### src/rtl/timer_ctrl.sv
// Run-control stage for the decimal countdown: debounced start/clear buttons,
// timer FSM, count enable gating and blink control for the expired display.
module timer_ctrl #(
  parameter int DEBOUNCE_CYCLES = 500000,
  parameter int DB_W            = 20,
  parameter int BLINK_TICKS     = 5
) (
  input  logic       CLK,
  input  logic       rst_n,
  input  logic       i_btn_start_n,
  input  logic       i_btn_clear_n,
  input  logic       i_tick,
  input  logic       i_zero,
  output logic       o_init_vld,
  output logic       o_enable,
  output logic       o_blank,
  output logic [2:0] o_state
);

  localparam int NUM_BTN = 2;
  localparam int BL_W    = $clog2(BLINK_TICKS + 1);

  typedef enum logic [2:0] {
    S_LOAD    = 3'd0,
    S_IDLE    = 3'd1,
    S_RUN     = 3'd2,
    S_PAUSE   = 3'd3,
    S_EXPIRED = 3'd4
  } state_t;

  logic [NUM_BTN-1:0] btn_raw;
  logic [NUM_BTN-1:0] press;
  logic [1:0]         fill_q;

  assign btn_raw = {i_btn_clear_n, i_btn_start_n};

  // Synchronizer outputs are only trustworthy once the reset value has flushed.
  always_ff @(posedge CLK or negedge rst_n)
    if (!rst_n) fill_q <= '0;
    else        fill_q <= {fill_q[0], 1'b1};

  for (genvar g = 0; g < NUM_BTN; g++) begin : g_btn
    logic            sync1_q, sync2_q, stable_q, armed_q;
    logic [DB_W-1:0] cnt_q;
    logic            upd;

    assign upd      = (sync2_q != stable_q) && (cnt_q == DB_W'(DEBOUNCE_CYCLES - 1));
    // A press only counts once the button has been seen released after reset.
    assign press[g] = upd & stable_q & armed_q;

    always_ff @(posedge CLK or negedge rst_n)
      if (!rst_n) begin
        sync1_q  <= 1'b1;
        sync2_q  <= 1'b1;
        stable_q <= 1'b1;
        armed_q  <= 1'b0;
        cnt_q    <= '0;
      end else begin
        sync1_q <= btn_raw[g];
        sync2_q <= sync1_q;
        if (sync2_q == stable_q) begin
          cnt_q <= '0;
        end else if (upd) begin
          cnt_q    <= '0;
          stable_q <= sync2_q;
        end else begin
          cnt_q <= cnt_q + 1'b1;
        end
        if (fill_q[1] && sync2_q && stable_q) armed_q <= 1'b1;
      end
  end

  logic start_p, clear_p;
  assign start_p = press[0];
  assign clear_p = press[1];

  state_t          state_q, state_d;
  logic [BL_W-1:0] blink_q, blink_d;
  logic            blank_q, blank_d;

  always_ff @(posedge CLK or negedge rst_n)
    if (!rst_n) begin
      state_q <= S_LOAD;
      blink_q <= '0;
      blank_q <= 1'b0;
    end else begin
      state_q <= state_d;
      blink_q <= blink_d;
      blank_q <= blank_d;
    end

  always_comb begin
    state_d = state_q;
    case (state_q)
      S_LOAD:    state_d = S_IDLE;
      S_IDLE:    if (clear_p) state_d = S_LOAD;
                 else if (start_p) state_d = S_RUN;
      S_RUN:     if (clear_p) state_d = S_LOAD;
                 else if (start_p) state_d = S_PAUSE;
                 else if (i_zero) state_d = S_EXPIRED;
      S_PAUSE:   if (clear_p) state_d = S_LOAD;
                 else if (start_p) state_d = S_RUN;
      S_EXPIRED: if (clear_p || start_p) state_d = S_LOAD;
      default:   state_d = S_LOAD;
    endcase
  end

  // Blink state is cleared whenever the next state is not EXPIRED, so it
  // always starts fresh on entry and never leaks into LOAD.
  always_comb begin
    blink_d = blink_q;
    blank_d = blank_q;
    if (state_d != S_EXPIRED) begin
      blink_d = '0;
      blank_d = 1'b0;
    end else if (state_q == S_EXPIRED && i_tick) begin
      if (blink_q == BL_W'(BLINK_TICKS - 1)) begin
        blink_d = '0;
        blank_d = ~blank_q;
      end else begin
        blink_d = blink_q + 1'b1;
      end
    end
  end

  assign o_init_vld = (state_q == S_LOAD);
  assign o_enable   = (state_q == S_RUN) & i_tick & ~i_zero;
  assign o_blank    = blank_q;
  assign o_state    = state_q;

endmodule

### config.mk
export PLATFORM = sky130hd
export DESIGN_NAME = timer_ctrl
export DESIGN_NICKNAME = d
export VERILOG_FILES = /design/src/rtl/timer_ctrl.sv
export SDC_FILE = /design/constraint.sdc
export NUM_CORES = 1
export LEC_CHECK = 0
export ABC_AREA = 1
export BUFFER_PORTS_ARGS = -buffer_cell sky130_fd_sc_hd__buf_2
export CORE_UTILIZATION = 53
export CTS_CLUSTER_DIAMETER = 60
export CTS_CLUSTER_SIZE = 24
export DETAILED_ROUTE_END_ITERATION = 6
export GPL_ROUTABILITY_DRIVEN = 0
export HOLD_SLACK_MARGIN = 0.1
export PLACE_DENSITY = 0.73
export SLEW_MARGIN = 40
export SYNTH_ARGS = -nofsm -noshare
export SYNTH_HDL_FRONTEND = slang
export SYNTH_SLANG_ARGS = --single-unit
### constraint.sdc
create_clock -name CLK -period 1.9 [get_ports CLK]
set_input_delay 0.19 -clock CLK [delete_from_list [all_inputs] [get_ports CLK]]
set_output_delay 0.19 -clock CLK [all_outputs]
set_load 0.005 [all_outputs]
# [Word level (Yosys, flattened, before mapping)]
# Index checks and enable logic that the tools add are counted.
[word_totals] regBits=57 output_inout_bits=6 wordCells=71
[classes] addsub=3 eq_ne=12 mux=17 n_bitwise=10 n_reduce_logical=15
[op_table] op="$mux W20" n=4
[op_table] op="$add A20 B1 Y20 const B" n=2
[op_table] op="$eq A20 B19 Y1 const B" n=2
[op_table] op="$mux W3" n=9
[op_table] op="$pmux W3 S4" n=1
[op_table] op="$logic_and A1 B1 Y1" n=7
[op_table] op="$and A1 B1 Y1" n=6
[op_table] op="$eq A3 B2 Y1 const B" n=2
[op_table] op="$eq A3 B3 Y1 const B" n=2
[op_table] op="$reduce_and A2 Y1" n=3
[op_table] op="$not A1 Y1" n=4
[op_table] op="$reduce_bool A2 Y1" n=2
[op_table] op="$add A3 B1 Y3 const B" n=1
[op_table] op="$eq A3 B1 Y1 const B" n=1
[op_table] op="$logic_not A3 Y1" n=1
[op_table] op="$mux W1" n=3
[op_table] op="$ne A3 B3 Y1 const B" n=1
[op_table] op="$eq A1 B1 Y1" n=2
[op_table] op="$ne A1 B1 Y1" n=2
[op_table] op="$reduce_or A2 Y1" n=1
[op_table] op="$logic_or A1 B1 Y1" n=1

# [Depth between registers and ports, before layout]
[depth] depth_word=10 depth_mapped=10

# [Worst setup path after synthesis]
# OpenSTA, ideal clock, no wires.
[synth_timing] path_kind="reg2reg" from="register g_btn[0].cnt_q[0]" to="register g_btn[0].cnt_q[12]" arrival_ps=1355 required_time_ps=1766 slack_ps=411 path_stages_with_launch=8 path_buffers=0 period_less_slack_ps=1489 cell_sequence="dfrtp_1 > ha_1 > nand4_1 > inv_1 > nand3_1 > nor3_1 > xor2_1 > nor2_1"
[synth_via] elab_chain_len=4
[synth_lines] element="from (decl)" line_no="44" source="logic [DB_W-1:0] cnt_q;"
[synth_lines] element="from (signal assigned)" line_no="67" source="cnt_q <= cnt_q + 1'b1;"
[synth_lines] element="parallel branches: the longest is 2 deep, another holds $add A20 B1 Y20"
[synth_lines] element="$mux W20 *" line_no="63" source="end else if (upd) begin"
[synth_lines] element="$mux W20 *" line_no="61" source="if (sync2_q == stable_q) begin"
# Mark *: on every way between the ends.
# A chain may end at the register's enable or synchronous reset.

# [Final worst setup path]
# Ends and elaborated chain as after synthesis.

==> impl_metrics.tcl <==
set metrics [dict create \
    status "completed" \
    post_drt_wl_per_cell_um 11.7 \
    vdd_drop_max_mv 0.635 \
    final_nets 397 \
    regToRegStartpoint "g_btn[0].cnt_q[0]" \
    antenna_found_initial 0 \
    worstRegToRegCells 7 \
    async_reset_ff_share_pct 100 \
    synth_top_cell_by_area "dfrtp_1" \
    synth-seq-cells 57 \
    clock_latency_ns 0.33 \
    fp.dieW_um 76.5 \
    path_depth 7 \
    finalCriticalPeriod_ns 1.73 \
    slew_viol_final 0 \
    worstSetupEndpointType "flip-flop" \
    clk_path_buf_depth 2 \
    design.die.area_sq_um 5840 \
    synth_cells 361 \
    start_util_pct 56.1 \
    synth_area_sq_um 2940 \
    cp_cell_sequence "ha_1, nand4_1, inv_1, nand3_1, nor3_1, xor2_1, nor2_1" \
    crit_buf_inv 1 \
    setup-violations-final 0 \
    final_cell_count_no_fill 462 \
    placed_cell_area_sq_um 3100 \
    synth_edf_count 0 \
    most-common-layout-cells "nand2_1 (75), inv_1 (57), nor2_1 (53)" \
    grt_max_degree 58 \
    seq_area_frac_synth_pct 48.8 \
    r2r_end "g_btn[0].cnt_q[12]" \
    fillers 463 \
    yosysUniqueCellTypes 33 \
    post-cts-setup-buffers 0 \
    ff2ff_setup_slack_ns 0.17 \
    final.setup.tns_ns 0 \
    root_buffer "clkbuf_8" \
    synth_top_family_by_area "simple AND/OR/NAND/NOR gates" \
    grt_pass1_vias 2253 \
    ios 12 \
    dr.pass1.iters 4 \
    via_per_inst 5.08 \
    worstSetupStartpointType "flip-flop" \
    grt_pass1_wl_mm 9.61 \
    track_usage_pct 21.0 \
    post-route-period-util_pct 90.8 \
    synth_area_leaders "dfrtp_1 (43%), nand2_1 (9.6%), inv_1 (7.3%)" \
    dp_cells 443 \
    drive_gt1_share_pct 14.3 \
    hp-class "in2reg" \
    diodes 0 \
    antenna_left 0 \
    synth_compound_area_share_pct 6.39 \
    crit_arrival_ns 1.93 \
    synth_adder_area_share_pct 1.70 \
    num_rows 26 \
    fin_hold_ws_ns 0.203 \
    port_buffers 11 \
    fin_area_sq_um 3360 \
    hold_violations 0 \
    synth_ff_type "dfrtp_1" \
    vias 2345 \
    cts_tree "done" \
    crit_path_end "g_btn[0].cnt_q[12]" \
    routed_wirelength_mm 5.42 \
    crit_family "simple AND/OR/NAND/NOR gates" \
    path_max_fanout 4 \
    yosysTopAreaCellShare_pct 43.4 \
    total_leakage_power_nw 1.65 \
    p_per_area_nw_per_um2 783 \
    slowest_stage "dfrtp_1" \
    final_common_cell "nand2_1" \
    yosys_warnings 0 \
    cp-startpoint "g_btn[0].cnt_q[0]" \
    max_stage_delay_ns 0.37 \
    grt_overflow_total 0 \
    synth_fp_nets 371 \
    yosys.area_share.simple_pct 29.2 \
    rsz0062_at_grt "false" \
    place_hpwl_mm 3.82 \
    hold_depth 4 \
    synthToLayoutAreaGrowth_pct 14.3 \
    path_class "reg2reg" \
    cp_data_required_time_ns 2.10 \
    muxShareOfSynthArea_pct 0.767 \
    post_synth_xor_area_fraction_pct 5.37 \
    synth_area_per_cell_sq_um 8.14 \
    first_iter_violations 77 \
    max_cap_violations 0 \
    drc 0 \
    core-area_sq_um 5240 \
    cts_made_buffers 9 \
    fin_util_pct 64.1 \
    cts.sinks 57 \
    die_height_um 76.5 \
    fin_skew_ns 0.00865 \
    htree_levels 3 \
    fmax_mhz 579 \
    clk_pin_slew_ns 0.07 \
]
## flip-flops by register name, indices dropped and copies added, names as in the netlist, 2 cells and up
register        count
g_btn.sync1_q       2
blink_q             3
g_btn.sync2_q       2
g_btn.cnt_q        40
fill_q              2
o_state             3
g_btn.armed_q       2
g_btn.stable_q      2
## per-stage QoR
stage	power, mW	setup WS (ns)
after floorplan	1.34	0.411
after global placement	1.40	0.232
after detailed placement	1.40	0.169
after CTS	2.65	0.161
after global routing	2.72	0.0206
final	2.63	0.174
## cell usage after synthesis (4+ instances only)
library cell  instances
a21oi_1              14
dfrtp_1              51
dfstp_2               6
ha_1                  4
inv_1                57
nand2_1              75
nand3_1              25
nand4_1              10
nor2_1               54
nor3_1               13
o21ai_0              10
xor2_1               11
## report_power, final
part           leakage [nW]  switching, mW  internal, mW  total [mW]
sequential            0.761         0.0190          1.24        1.26
clock                 0.113          0.478         0.772        1.25
combinational         0.778         0.0740        0.0471       0.121
## routing by layer
| metal | global-route usage (%) | routed length (um) | up-vias | part of all wire (%) |
|---|---|---|---|---|
| li1 | - | - | 1200 | - |
| met1 | 25.4 | 2490 | 1099 | 46 |
| met2 | 35.4 | 2700 | 39 | 50 |
| met3 | 3.59 | 135 | 7 | 2.5 |
| met4 | 11.5 | 97 | 0 | 1.8 |
| met5 | 0 | 0 | - | 0 |
## repair_timing
action,CTS,global route
hold buffers,3,0
setup endpoints to repair,0,2
gates resized for setup,0,2
hold endpoints to repair,53,0
## worst min-delay path by stage
| stage | slack (ns) | startpoint | to |
|---|---|---|---|
| finish | 0.20 | i_zero | o_state[1] |
| global route | 0.24 | i_zero | o_state[1] |
| CTS | 0.19 | i_zero | o_state[1] |
| detailed placement | 0.22 | rst_n | g_btn[1].cnt_q[17] |
| global placement | 0.21 | rst_n | g_btn[1].cnt_q[17] |
| floorplan | -0.11 | rst_n | blink_q[0] |
## cell families after synthesis
group / count (synthesis)
buffers and inverters: 59
DFF: 57
xor gates and xnor gates: 15
adders and majority gates: 4
other: 1
AOI/OAI and AO/OA: 31
muxes: 2
and+or+nand+nor: 192
## cell type report
class                   count  area, sq um  share of cell area (%)
clock buffers              11          141                    4.21
well taps                  70         87.6                    2.61
flip-flops and latches     57         1430                    42.7
repair buffers             16          113                    3.35
inverters                  58          218                    6.48
multi-input cells         245         1290                    38.3
clock inverters             5         78.8                    2.35
## worst register-to-register path, stage by stage, from the launching register on
cell	delay (ns)
dfrtp_1	0.37
ha_1	0.23
nand4_1	0.18
inv_1	0.16
nand3_1	0.12
nor3_1	0.32
xor2_1	0.17
nor2_1	0.05
(Power assumes the default switching activity.)
